**src/rtl/fwd_hazard_ctrl_if.sv**
```systemverilog
`default_nettype none
// +----------------------------------------------------------------------------+
// | Module   : fwd_hazard_ctrl_if                                              |
// | Brief    : ID-stage decode fields in, forward selects and stall controls out |
// | Revision : 1.0                                                             |
// +----------------------------------------------------------------------------+
interface fwd_hazard_ctrl_if #(
  parameter int REG_AW = 5
) ();
  logic              id_valid;
  logic [REG_AW-1:0] id_rs;
  logic [REG_AW-1:0] id_rt;
  logic              id_uses_rs;
  logic              id_uses_rt;
  logic [REG_AW-1:0] id_rd;
  logic              id_reg_write;
  logic              id_mem_read;
  logic              mem_busy;
  logic              flush;
  logic [1:0]        forwardOp1;
  logic [1:0]        forwardOp2;
  logic              stall;
  logic              bubble;
  logic [1:0]        state;

  modport master (
    output id_valid, id_rs, id_rt, id_uses_rs, id_uses_rt, id_rd,
           id_reg_write, id_mem_read, mem_busy, flush,
    input  forwardOp1, forwardOp2, stall, bubble, state
  );

  modport slave (
    input  id_valid, id_rs, id_rt, id_uses_rs, id_uses_rt, id_rd,
           id_reg_write, id_mem_read, mem_busy, flush,
    output forwardOp1, forwardOp2, stall, bubble, state
  );
endinterface
`default_nettype wire

```
**src/rtl/fwd_hazard_ctrl.sv**
```systemverilog
`default_nettype none
// +----------------------------------------------------------------------------+
// | Module   : fwd_hazard_ctrl                                                 |
// | Brief    : ALU operand forward selects, load-use stall, freeze and flush.  |
// |            Optional counters enabled by FWD_HAZARD_PERF_CNT_EN.            |
// | Revision : 1.0                                                             |
// +----------------------------------------------------------------------------+
module fwd_hazard_ctrl #(
  parameter int REG_AW   = 5,
  parameter int NUM_REGS = 32
) (
  input  logic               clk,
  input  logic               rst,
  fwd_hazard_ctrl_if.slave   bus
`ifdef FWD_HAZARD_PERF_CNT_EN
  ,
  output logic [31:0]        stall_cnt,
  output logic [31:0]        fwd_cnt
`endif
);

  typedef enum logic [1:0] {
    ST_RUN      = 2'b00,
    ST_LU_STALL = 2'b01,
    ST_FREEZE   = 2'b10
  } state_e;

  localparam logic [31:0] NUM_REGS_U = 32'(NUM_REGS);

  state_e            state_q, state_d;
  logic              ex_valid_q, ex_valid_d;
  logic [REG_AW-1:0] ex_rd_q, ex_rd_d;
  logic              ex_reg_write_q, ex_reg_write_d;
  logic              ex_mem_read_q, ex_mem_read_d;
  logic              mem_valid_q, mem_valid_d;
  logic [REG_AW-1:0] mem_rd_q, mem_rd_d;
  logic              mem_reg_write_q, mem_reg_write_d;

  logic              ex_fwd_ok, mem_fwd_ok, ex_load_ok;
  logic [1:0]        sel_op1, sel_op2;
  logic              hazard, frozen;
  logic [1:0]        fwd_op1, fwd_op2;
  logic              stall_c, bubble_c;

  // Register 0 and addresses beyond the file depth are never forwarded.
  function automatic logic fwd_able(input logic [REG_AW-1:0] r);
    return (r != '0) && (32'(r) < NUM_REGS_U);
  endfunction

  assign ex_fwd_ok  = ex_valid_q && ex_reg_write_q && !ex_mem_read_q && fwd_able(ex_rd_q);
  assign mem_fwd_ok = mem_valid_q && mem_reg_write_q && fwd_able(mem_rd_q);
  assign ex_load_ok = ex_valid_q && ex_mem_read_q && ex_reg_write_q && (ex_rd_q != '0);

  assign sel_op1 = !bus.id_uses_rs                          ? 2'b00 :
                   (ex_fwd_ok  && (ex_rd_q  == bus.id_rs))  ? 2'b10 :
                   (mem_fwd_ok && (mem_rd_q == bus.id_rs))  ? 2'b01 : 2'b00;
  assign sel_op2 = !bus.id_uses_rt                          ? 2'b00 :
                   (ex_fwd_ok  && (ex_rd_q  == bus.id_rt))  ? 2'b10 :
                   (mem_fwd_ok && (mem_rd_q == bus.id_rt))  ? 2'b01 : 2'b00;

  assign hazard = bus.id_valid && ex_load_ok &&
                  ((bus.id_uses_rs && (ex_rd_q == bus.id_rs)) ||
                   (bus.id_uses_rt && (ex_rd_q == bus.id_rt)));

  assign frozen = bus.mem_busy || (state_q == ST_FREEZE);

  always_comb begin
    state_d         = state_q;
    ex_valid_d      = ex_valid_q;
    ex_rd_d         = ex_rd_q;
    ex_reg_write_d  = ex_reg_write_q;
    ex_mem_read_d   = ex_mem_read_q;
    mem_valid_d     = mem_valid_q;
    mem_rd_d        = mem_rd_q;
    mem_reg_write_d = mem_reg_write_q;
    fwd_op1         = sel_op1;
    fwd_op2         = sel_op2;
    stall_c         = 1'b0;
    bubble_c        = 1'b0;

    if (frozen) begin
      // Whole pipeline holds; a hazard pending here is re-evaluated once RUN resumes.
      stall_c = 1'b1;
      state_d = bus.mem_busy ? ST_FREEZE : ST_RUN;
    end else begin
      mem_valid_d     = ex_valid_q;
      mem_rd_d        = ex_rd_q;
      mem_reg_write_d = ex_reg_write_q;
      ex_valid_d      = bus.id_valid;
      ex_rd_d         = bus.id_rd;
      ex_reg_write_d  = bus.id_reg_write;
      ex_mem_read_d   = bus.id_mem_read;
      state_d         = ST_RUN;
      if (bus.flush) begin
        bubble_c   = 1'b1;
        ex_valid_d = 1'b0;
      end else if (hazard) begin
        stall_c    = 1'b1;
        bubble_c   = 1'b1;
        fwd_op1    = 2'b00;
        fwd_op2    = 2'b00;
        ex_valid_d = 1'b0;
        state_d    = ST_LU_STALL;
      end
    end
  end

  always_ff @(posedge clk) begin
    if (rst) begin
      state_q         <= ST_RUN;
      ex_valid_q      <= 1'b0;
      ex_rd_q         <= '0;
      ex_reg_write_q  <= 1'b0;
      ex_mem_read_q   <= 1'b0;
      mem_valid_q     <= 1'b0;
      mem_rd_q        <= '0;
      mem_reg_write_q <= 1'b0;
    end else begin
      state_q         <= state_d;
      ex_valid_q      <= ex_valid_d;
      ex_rd_q         <= ex_rd_d;
      ex_reg_write_q  <= ex_reg_write_d;
      ex_mem_read_q   <= ex_mem_read_d;
      mem_valid_q     <= mem_valid_d;
      mem_rd_q        <= mem_rd_d;
      mem_reg_write_q <= mem_reg_write_d;
    end
  end

  assign bus.forwardOp1 = rst ? 2'b00 : fwd_op1;
  assign bus.forwardOp2 = rst ? 2'b00 : fwd_op2;
  assign bus.stall      = rst ? 1'b0  : stall_c;
  assign bus.bubble     = rst ? 1'b0  : bubble_c;
  assign bus.state      = state_q;

`ifdef FWD_HAZARD_PERF_CNT_EN
  logic [31:0] stall_cnt_q, stall_cnt_d;
  logic [31:0] fwd_cnt_q, fwd_cnt_d;

  always_comb begin
    stall_cnt_d = stall_cnt_q;
    fwd_cnt_d   = fwd_cnt_q;
    if (bus.stall) begin
      stall_cnt_d = stall_cnt_q + 32'd1;
    end
    if ((bus.forwardOp1 != 2'b00) || (bus.forwardOp2 != 2'b00)) begin
      fwd_cnt_d = fwd_cnt_q + 32'd1;
    end
  end

  always_ff @(posedge clk) begin
    if (rst) begin
      stall_cnt_q <= '0;
      fwd_cnt_q   <= '0;
    end else begin
      stall_cnt_q <= stall_cnt_d;
      fwd_cnt_q   <= fwd_cnt_d;
    end
  end

  assign stall_cnt = stall_cnt_q;
  assign fwd_cnt   = fwd_cnt_q;
`endif

endmodule
`default_nettype wire

```
**src/flat_wrapper.sv**
```systemverilog
// flat-port wrapper written by rule: the top's interface ports become plain ports
module fwd_hazard_ctrl_flat 
#(
  parameter int REG_AW   = 5,
  parameter int NUM_REGS = 32
)
  (clk, rst, bus_id_valid, bus_id_rs, bus_id_rt, bus_id_uses_rs, bus_id_uses_rt, bus_id_rd, bus_id_reg_write, bus_id_mem_read, bus_mem_busy, bus_flush, bus_forwardOp1, bus_forwardOp2, bus_stall, bus_bubble, bus_state);
  fwd_hazard_ctrl_if #(.REG_AW(REG_AW)) bus_i ();
  input  logic clk;
  input  logic rst;
  input wire logic [$bits(bus_i.id_valid)-1:0] bus_id_valid;
  input wire logic [$bits(bus_i.id_rs)-1:0] bus_id_rs;
  input wire logic [$bits(bus_i.id_rt)-1:0] bus_id_rt;
  input wire logic [$bits(bus_i.id_uses_rs)-1:0] bus_id_uses_rs;
  input wire logic [$bits(bus_i.id_uses_rt)-1:0] bus_id_uses_rt;
  input wire logic [$bits(bus_i.id_rd)-1:0] bus_id_rd;
  input wire logic [$bits(bus_i.id_reg_write)-1:0] bus_id_reg_write;
  input wire logic [$bits(bus_i.id_mem_read)-1:0] bus_id_mem_read;
  input wire logic [$bits(bus_i.mem_busy)-1:0] bus_mem_busy;
  input wire logic [$bits(bus_i.flush)-1:0] bus_flush;
  output wire logic [$bits(bus_i.forwardOp1)-1:0] bus_forwardOp1;
  output wire logic [$bits(bus_i.forwardOp2)-1:0] bus_forwardOp2;
  output wire logic [$bits(bus_i.stall)-1:0] bus_stall;
  output wire logic [$bits(bus_i.bubble)-1:0] bus_bubble;
  output wire logic [$bits(bus_i.state)-1:0] bus_state;
  assign bus_i.id_valid = bus_id_valid;
  assign bus_i.id_rs = bus_id_rs;
  assign bus_i.id_rt = bus_id_rt;
  assign bus_i.id_uses_rs = bus_id_uses_rs;
  assign bus_i.id_uses_rt = bus_id_uses_rt;
  assign bus_i.id_rd = bus_id_rd;
  assign bus_i.id_reg_write = bus_id_reg_write;
  assign bus_i.id_mem_read = bus_id_mem_read;
  assign bus_i.mem_busy = bus_mem_busy;
  assign bus_i.flush = bus_flush;
  assign bus_forwardOp1 = bus_i.forwardOp1;
  assign bus_forwardOp2 = bus_i.forwardOp2;
  assign bus_stall = bus_i.stall;
  assign bus_bubble = bus_i.bubble;
  assign bus_state = bus_i.state;
  fwd_hazard_ctrl #(.REG_AW(REG_AW), .NUM_REGS(NUM_REGS)) u_core (.clk(clk), .rst(rst), .bus(bus_i));
endmodule
```
**config.mk**
```make
export PLATFORM = sky130hd
export DESIGN_NAME = fwd_hazard_ctrl_flat
export DESIGN_NICKNAME = d
export VERILOG_FILES = /design/src/rtl/fwd_hazard_ctrl_if.sv /design/src/rtl/fwd_hazard_ctrl.sv /design/src/flat_wrapper.sv
export SDC_FILE = /design/constraint.sdc
export NUM_CORES = 1
export LEC_CHECK = 0
export BUFFER_PORTS_ARGS = -buffer_cell sky130_fd_sc_hd__buf_2
export CAP_MARGIN = 10
export CORE_UTILIZATION = 52
export CTS_CLUSTER_SIZE = 24
export DETAILED_ROUTE_END_ITERATION = 10
export MAX_ROUTING_LAYER = met4
export PLACE_DENSITY = 0.82
export SYNTH_ARGS = -nofsm -noshare
export SYNTH_HDL_FRONTEND = slang
export SYNTH_SLANG_ARGS = --single-unit
```
**constraint.sdc**
```tcl
create_clock -name clk -period 3.8 [get_ports clk]
set_clock_uncertainty 0.2 [all_clocks]
set_input_delay 0.38 -clock clk [delete_from_list [all_inputs] [get_ports clk]]
set_output_delay 0.38 -clock clk [all_outputs]
set_load 0.05 [all_outputs]
```
==> run summary <==
CP endpoint kind = output pin
Crit-path slowest cell = or4_1
Crit-path cells = or4_1 -> o211ai_2 -> nor2_2 -> a211o_1 -> a21oi_1 -> buf_2
Total gr overflow = 0
Fin area = 1170 sq um
Vias/cell = 5.47
Synth area leaders = dfxtp_1 (35%), nand2_1 (11%), xor2_1 (11%), a21oi_1 (9.8%), xnor2_1 (7.2%)
Dpl hpwl = 1.85 mm
Area growth, synth to finish = 20.8%
Critical Path RT = 3220 ps
First-pass GRT wire length = 3.68 mm
Routed Antenna Nets = 0
All-layer global routing usage = 25.9%
Hold Violations, Final = 0
Worst EP arrival = 2270 ps
Final core utilization = 67.7%
Row Count = 15
Critical path type = reg -> out
Worst Path Max Fanout = 6
ANT cells = 0
Leak Pwr = 0.495 nW
Initial drt markers = 16
Sequential area share after synthesis = 35.2%
Number of global-route vias before repair = 857
Multi-input gate area = 604 sq um
Clk sinks = 17
Slew HR = 63.2%
Fin. max-slew vios = 0
PostCTS Resize Cnt = 0
Total vias in the final route = 973
Most common cell after layout, fill and taps aside = buf_2
Core Area = 1730 sq um
Filler cell count = 164
Post-CTS Setup Inserts = 0
Hold_buf cts = 0
Pre-Repair DR Iteration Count = 5
Synthesized area = 967 sq um
CP max stage delay = 580 ps
I/O Pins = 32
Routed WL per cell = 13.3 microns
Run status = complete, no violations
Placed Area = 1140 sq um
Clock Latency Late Sink = 280 ps
Register area = 340 sq um
Worst Hold Class = in -> reg
Top cell type by total area after synthesis = dfxtp_1
Placed cells = 174
Share of layout cells above drive strength 1 = 24.8%
Synth cell types = 26
Commonest non-fill, non-tap cells in the layout = buf_2 (31), nand2_1 (29), a21oi_1 (19)
Chip width = 45.1 microns
Non-Filler Instances = 178
Worst-path clk slew = 90 ps
Tmin final = 2850 ps
Clock buffer depth = 2
Final setup violating endpoints = 0
I/O Buffers = 31
Setup repair after global routing missed its margin = no
Syn_nets = 146
Max_cap viols = 0
PwrDens = 303 nW/um^2
Cts bufs inserted = 3
Flop and latch count out of synthesis = 17
Final nets = 178
Crit path launch type = flop
Depth of the CTS H-tree = 1
Initial antenna violation count = 0
Cells after Synth = 122
Final WL = 2.36 mm
Syn_area_per_cell = 7.93 sq um
Die height = 45.1 microns
Yosys warns = 0
Die area = 2040 sq um
Root buffer selected by CTS = clkbuf_4
Final worst-path cycle share = 75.1%
Largest net degree at the start of global routing = 26
Tightest Pin Transition = 552 ps
# DRC = 0
Synth top area share = 35.2%
FMAX = 350 MHz
Setup TNS = 0 ps
Placer's final routability congestion estimate = 0.816
Initial core utilization = 56.0%
Peak VDD IR = 0.246 mV
CTS tree = done
## kinds of logic after synthesis
kind of cell,share of synthesized area (%)
xor+xnor,18.1
compound gates,17.7
simple gates,26.6
buf+inv,2.33
flops,35.2
## power breakdown
part	total (mW)	internal, mW	switching [mW]
Clock	0.0914	0.0407	0.0507
Combinational	0.0684	0.0293	0.0391
Sequential	0.195	0.185	0.00962
## cell usage after synthesis
cell	count
nand2_1	29
a21oi_1	19
dfxtp_1	17
xor2_1	12
xnor2_1	8
clkbuf_1	5
nor3_1	4
nor4_1	4
a211o_1	2
a22o_1	2
and4b_1	2
nand3_1	2
nand4b_1	2
or4_1	2
a21o_1	1
a22oi_1	1
inv_1	1
nor2_1	1
nor2_2	1
nor2b_1	1
nor3b_1	1
nor4b_1	1
o211ai_1	1
o211ai_2	1
o22ai_1	1
or4_2	1
## worst max-delay path, delay by kind of cell, from the launching register on
kind	cells	cell delay [ps]
AOI/OAI and AO/OA	3	680
buffers and inverters	1	280
DFF	1	370
and+or+nand+nor	2	670
## final cells by class
type / count / area share, %
multi-input cells: 99 / 51.7
flip-flops and latches: 17 / 29.1
repair buffers: 32 / 13.9
well taps: 25 / 2.68
clock buffers: 4 / 2.25
inverters: 1 / 0.321
## flip-flops by register name (all words and copies together) (netlist names)
name and flops:
u_core.bus.state 2, u_core.ex_mem_read_q 1, u_core.ex_rd_q 5, u_core.ex_reg_write_q 1, u_core.ex_valid_q 1, u_core.mem_rd_q 5
u_core.mem_reg_write_q 1, u_core.mem_valid_q 1
## final timing paths
kind                           from                      to  slack (ps)  cells past startpoint
max               u_core.ex_rd_q[4]       bus_forwardOp2[0]         950                      6
min                bus_id_reg_write   u_core.ex_reg_write_q         130                      3
max reg2reg       u_core.ex_rd_q[0]     u_core.bus.state[0]        1820                      5
min reg2reg  u_core.mem_reg_write_q  u_core.mem_reg_write_q         270                      2
## metrics by stage
step	power [mW]	worst slack (ps)	hold WS, ps
after floorplan	0.239	1020	237
after global placement	0.264	1360	247
after detailed placement	0.267	1270	251
after CTS	0.357	946	123
after global routing	0.371	848	125
final	0.354	945	126
## per-layer routing
metal	GRT usage (%)	vias to the layer above	part of all wire, %	wire [microns]
met1	31.5	446	44	1030
met4	11.5	0	1.2	28
met5	-	-	0	0
met3	4.40	4	5.4	128
li1	-	495	-	-
met2	41.7	28	50	1170
No activity file was read; power rests on OpenSTA's default activity.
